File: src/rtl/snake_dir_queue_pkg.sv
// Shared direction and button codes for the snake direction queue and the movement stage.
package snake_dir_queue_pkg;

    localparam int BITS_PER_DIR_DEFAULT = 2;

    typedef enum logic [1:0] {
        DIR_UP    = 2'd0,
        DIR_DOWN  = 2'd1,
        DIR_LEFT  = 2'd2,
        DIR_RIGHT = 2'd3
    } dir_e;

    // Bit positions of the buttons inside the packed level/pulse vectors.
    localparam int BTN_UP     = 0;
    localparam int BTN_DOWN   = 1;
    localparam int BTN_LEFT   = 2;
    localparam int BTN_RIGHT  = 3;
    localparam int BTN_CENTER = 4;
    localparam int NUM_BTNS   = 5;

endpackage

File: src/rtl/snake_dir_queue_rise_detect.sv
// Registered rising-edge detector: Pulse is high for one cycle, the cycle after In rises.
module rise_detect (
    input  logic Clock,
    input  logic Reset,
    input  logic In,
    output logic Pulse
);

    logic prev;

    always_ff @(posedge Clock or posedge Reset) begin
        if (Reset) begin
            prev  <= 1'b0;
            Pulse <= 1'b0;
        end else begin
            prev  <= In;
            Pulse <= In & ~prev;
        end
    end

endmodule

File: src/rtl/snake_dir_queue.sv
// Turns debounced button levels into a tick-paced stream of snake directions,
// buffering turns in a small FIFO and handling pause.
module snake_dir_queue
    import snake_dir_queue_pkg::*;
#(
    parameter int QUEUE_DEPTH  = 2,
    parameter int BITS_PER_DIR = 2
) (
    input  logic                          Clock,
    input  logic                          Reset,
    input  logic                          Left,
    input  logic                          Right,
    input  logic                          Up,
    input  logic                          Down,
    input  logic                          Center,
    input  logic                          GameTick,
    output logic [BITS_PER_DIR-1:0]       Dir,
    output logic                          Step,
    output logic                          Paused,
    output logic [$clog2(QUEUE_DEPTH):0]  QueueCount
);

    localparam int PW = $clog2(QUEUE_DEPTH);
    localparam int CW = PW + 1;

    logic [NUM_BTNS-1:0]     levels;
    logic [NUM_BTNS-1:0]     pulses;
    logic [BITS_PER_DIR-1:0] entries [QUEUE_DEPTH];
    logic [PW-1:0]           head;
    logic [PW-1:0]           tail;

    logic                    cand_valid;
    logic [BITS_PER_DIR-1:0] cand;
    logic [BITS_PER_DIR-1:0] ref_dir;
    logic                    pop;
    logic                    push;
    logic                    room;

    assign levels[BTN_UP]     = Up;
    assign levels[BTN_DOWN]   = Down;
    assign levels[BTN_LEFT]   = Left;
    assign levels[BTN_RIGHT]  = Right;
    assign levels[BTN_CENTER] = Center;

    for (genvar i = 0; i < NUM_BTNS; i++) begin : g_rise
        rise_detect u_rise (
            .Clock (Clock),
            .Reset (Reset),
            .In    (levels[i]),
            .Pulse (pulses[i])
        );
    end

    always_comb begin
        cand_valid = 1'b1;
        cand       = '0;
        if (pulses[BTN_UP])         cand = BITS_PER_DIR'(DIR_UP);
        else if (pulses[BTN_DOWN])  cand = BITS_PER_DIR'(DIR_DOWN);
        else if (pulses[BTN_LEFT])  cand = BITS_PER_DIR'(DIR_LEFT);
        else if (pulses[BTN_RIGHT]) cand = BITS_PER_DIR'(DIR_RIGHT);
        else                        cand_valid = 1'b0;

        // Reference is the newest entry before any same-cycle pop.
        ref_dir = (QueueCount != '0) ? entries[tail - PW'(1)] : Dir;

        pop  = GameTick & ~Paused & (QueueCount != '0);
        room = (QueueCount < CW'(QUEUE_DEPTH)) | pop;
        push = cand_valid & ~pulses[BTN_CENTER] & ~Paused & room
             & (cand != ref_dir) & (cand != (ref_dir ^ BITS_PER_DIR'(1)));
    end

    always_ff @(posedge Clock or posedge Reset) begin
        if (Reset) begin
            Dir        <= BITS_PER_DIR'(DIR_RIGHT);
            Step       <= 1'b0;
            Paused     <= 1'b0;
            QueueCount <= '0;
            head       <= '0;
            tail       <= '0;
            for (int unsigned i = 0; i < QUEUE_DEPTH; i++) begin
                entries[i] <= '0;
            end
        end else begin
            Step <= GameTick & ~Paused;

            if (pop) begin
                Dir  <= entries[head];
                head <= head + PW'(1);
            end

            if (push) begin
                entries[tail] <= cand;
                tail          <= tail + PW'(1);
            end

            case ({push, pop})
                2'b10:   QueueCount <= QueueCount + CW'(1);
                2'b01:   QueueCount <= QueueCount - CW'(1);
                default: QueueCount <= QueueCount;
            endcase

            // Entering pause overrides any pointer/count update above.
            if (pulses[BTN_CENTER]) begin
                Paused <= ~Paused;
                if (!Paused) begin
                    head       <= '0;
                    tail       <= '0;
                    QueueCount <= '0;
                end
            end
        end
    end

endmodule

File: config.mk
export PLATFORM = sky130hd
export DESIGN_NAME = snake_dir_queue
export DESIGN_NICKNAME = d
export VERILOG_FILES = /design/src/rtl/snake_dir_queue_pkg.sv /design/src/rtl/snake_dir_queue_rise_detect.sv /design/src/rtl/snake_dir_queue.sv
export SDC_FILE = /design/constraint.sdc
export NUM_CORES = 1
export LEC_CHECK = 0
export CORE_MARGIN = 2
export CORE_UTILIZATION = 40
export DETAILED_ROUTE_END_ITERATION = 10
export HOLD_SLACK_MARGIN = 0.03
export PLACE_DENSITY = 0.67
export SETUP_SLACK_MARGIN = 0.02
export SYNTH_ARGS = -nofsm -noshare
export SYNTH_HDL_FRONTEND = slang
export SYNTH_SLANG_ARGS = --single-unit
File: constraint.sdc
create_clock -name Clock -period 2.5 [get_ports Clock]
set_clock_uncertainty 0.1 [all_clocks]
set_input_delay 0.5 -clock Clock [delete_from_list [all_inputs] [get_ports Clock]]
set_output_delay 0.5 -clock Clock [all_outputs]
set_load 0.01 [all_outputs]
==> results.sh <==
export IMPL_status="finished clean"
export IMPL_slew_limit_headroom=0.8166
export IMPL_rr_endpoint="QueueCount[1]"
export IMPL_ios=14
export IMPL_clk_latency_ps=300
export IMPL_die_y_um=51.95
export IMPL_rows=17
export IMPL_power_per_cell_area_nw_per_um2=1089
export IMPL_synthesis_nets=86
export IMPL_max_freq_mhz=468.9
export IMPL_regArea_um2=553.0
export IMPL_irDropWorstVdd_mv=0.5665
export IMPL_grt_pass1_wl_mm=2.559
export IMPL_critPathKind="flop to flop"
export IMPL_clockBufferDepth=2
export IMPL_dp_cells=117
export IMPL_ys_seq_area_frac=0.6014
export IMPL_first_global_vias=561
export IMPL_reg2reg_slack_ps=370
export IMPL_area_delta_synth_final_pct=24.49
export IMPL_ys_ff_latch=22
export IMPL_antenna_found_initial=0
export IMPL_tns_ps=0
export IMPL_grt_use_total=0.1351
export IMPL_htreeDepth=1
export IMPL_grt_max_degree=23
export IMPL_numCtsBuffers=3
export IMPL_start_util=0.4198
export IMPL_intPower_uw=867.8
export IMPL_use_met1=0.1657
export IMPL_cp_start_kind="flop"
export IMPL_routed_via_count=579
export IMPL_cap_viol_max_count=0
export IMPL_cp_end_kind="flop"
export IMPL_core_area_um2=2191
export IMPL_gp_congestion=0.7634
export IMPL_maxSlewViolCount=0
export IMPL_cts_sinks=22
export IMPL_synth_distinct_cells=21
export IMPL_switching_share=0.3040
export IMPL_hold_class="flop to flop"
export IMPL_dpl_cell_area_um2=1092
export IMPL_setup_viol=0
export IMPL_io_buffer_count=13
export IMPL_p_leak_uw=0.0005195
export IMPL_cp_arrival_ps=2260
export IMPL_whs_ps=299.7
export IMPL_combPwrFrac=0.339
export IMPL_grt_overflow=0
export IMPL_die_area_um2=2699
export IMPL_ff2ff_path_depth=6
export IMPL_vias_per_cell=4.785
export IMPL_num_fill_cells=197
export IMPL_drc=0
export IMPL_busiest_layer="met2"
export IMPL_critPathRequiredTime_ps=2630
export IMPL_drtPass1Iterations=2
export IMPL_hold_buffers=0
export IMPL_crit_end="QueueCount[1]"
export IMPL_synthCells=75
export IMPL_cts_resized_gates=0
export IMPL_wl_per_cell_um=11.70
export IMPL_clkTransAtPathRegs_ps=120
export IMPL_post_cts_buffers=0
export IMPL_dieWidth_um=51.95
export IMPL_drt_iter0_drc=5
export IMPL_stdcell_area_um2=1145
export IMPL_period_needed_ps=2132
export IMPL_finalNonFillerCells=121
export IMPL_crit_fanout=6
export IMPL_clockRootBuffer="clkbuf_4"
export IMPL_p_seq_frac=0.449
export IMPL_yosysWarnings=0
export IMPL_clkPwrFrac=0.212
export IMPL_syn_avg_cell_area_um2=12.26
export IMPL_reg2reg_from="QueueCount[0]"
export IMPL_finalCritPeriodShare=0.8530
export IMPL_cts_tree="yes"
export IMPL_tightest_slew_ps=275.1
export IMPL_grt_met2_usage=0.2194
export IMPL_rsz0062_at_grt="false"
export IMPL_layout_nets=105
export IMPL_synth_area_um2=919.6
export IMPL_wl_mm=1.416
export IMPL_diodes=0
export IMPL_hold_violations=0
export IMPL_drive_gt1_frac=0.1398
export IMPL_grt_use_met3=0.03448
export IMPL_crit_start="QueueCount[0]"
export IMPL_multi_input_area_um2=347.8
export IMPL_p_switching_uw=379.0
export IMPL_antenna_left=0
[critical path: stages (launching register included)]
cell and delay, ps:
dfrtp_1 470, or2_1 290, a21oi_2 180, mux2i_1 230
ha_1 280, or3_1 360, a21oi_1 160
[cell families after synthesis]
family | synth area share
buffers and inverters | 0.02041
adders and majority gates | 0.04082
DFF | 0.6014
xor gates and xnor gates | 0.02858
AOI/OAI and AO/OA | 0.08572
and+or+nand+nor | 0.1184
muxes | 0.1048
[worst min path at each step]
| stage | from | endpoint | slack [ps] | cells past startpoint |
|---|---|---|---|---|
| floorplan | g_rise[0].u_rise.prev | g_rise[0].u_rise.Pulse | 280 | 1 |
| global placement | g_rise[0].u_rise.prev | g_rise[0].u_rise.Pulse | 280 | 1 |
| detailed placement | g_rise[0].u_rise.prev | g_rise[0].u_rise.Pulse | 280 | 1 |
| CTS | g_rise[0].u_rise.prev | g_rise[0].u_rise.Pulse | 300 | 1 |
| global route | g_rise[2].u_rise.prev | g_rise[2].u_rise.Pulse | 310 | 1 |
| finish | g_rise[0].u_rise.prev | g_rise[0].u_rise.Pulse | 300 | 1 |
[through the flow]
stage                 util  power, µW  setup WS [ps]
CTS                 0.5226       1268          358.6
finish              0.5226       1247          367.6
floorplan                -      834.2          526.4
global route        0.5226       1341          236.1
detailed placement  0.4986      994.9          88.49
global placement    0.4986      981.7          191.8
[Yosys cell counts (all sizes together)]
| master | n | area, µm² |
|---|---|---|
| nor3 | 1 | 5.000 |
| o21a | 1 | 7.510 |
| or2 | 1 | 6.260 |
| nor2b | 5 | 31.28 |
| mux2i | 4 | 40.04 |
| dfrtp | 20 | 500.5 |
| nand2b | 3 | 18.77 |
| nor2 | 7 | 26.28 |
| o21ai | 2 | 10.01 |
| dfstp | 2 | 52.55 |
| a31oi | 1 | 6.260 |
| xor2 | 2 | 17.52 |
| mux2 | 5 | 56.30 |
| inv | 5 | 18.77 |
| ha | 3 | 37.54 |
| xnor2 | 1 | 8.760 |
| o2111a | 1 | 11.26 |
| or3 | 2 | 12.51 |
| and3b | 1 | 8.760 |
| a21oi | 8 | 43.79 |
[metal layers]
metal | share of wire | vias up
met5 | 0 | -
met4 | 0.0071 | 0
met3 | 0.042 | 2
met2 | 0.49 | 12
met1 | 0.45 | 273
li1 | - | 292
[cell type report]
type	count	area share
Sequential cell	22	0.4831
Multi-Input combinational cell	48	0.3038
Inverter	5	0.01639
Timing Repair Buffer	14	0.1202
Tap cell	28	0.03060
Clock buffer	3	0.01967
Clock inverter	1	0.02623
[sequential cells by signal, summed over array words and instances, names as in the netlist]
signal / flops
Dir: 2
tail: 1
g_rise.u_rise.Pulse: 5
g_rise.u_rise.prev: 5
Paused: 1
QueueCount: 2
head: 1
entries: 4
Step: 1
[cells in the final DEF (no fill, tap or decap), drive strengths merged]
cell type	count
dfrtp	20
clkdlybuf4s50	13
a21oi	8
nor2	7
inv	5
mux2	5
nor2b	5
mux2i	4
nand2b	3
ha	3
clkbuf	3
dfstp	2
xor2	2
o21ai	2
or3	2
or2	1
o2111a	1
and3b	1
nor3	1
a31oi	1
xnor2	1
o21a	1
bufinv	1
buf	1
[power by group through the flow]
| stage | Clock, µW | Combinational [µW] | Sequential (µW) |
|---|---|---|---|
| floorplan | 0 | 266 | 568 |
| global placement | 0 | 417 | 564 |
| detailed placement | 0 | 426 | 569 |
| CTS | 278 | 428 | 561 |
| global route | 294 | 471 | 576 |
| finish | 265 | 422 | 560 |
No activity file was read; power rests on OpenSTA's default activity.
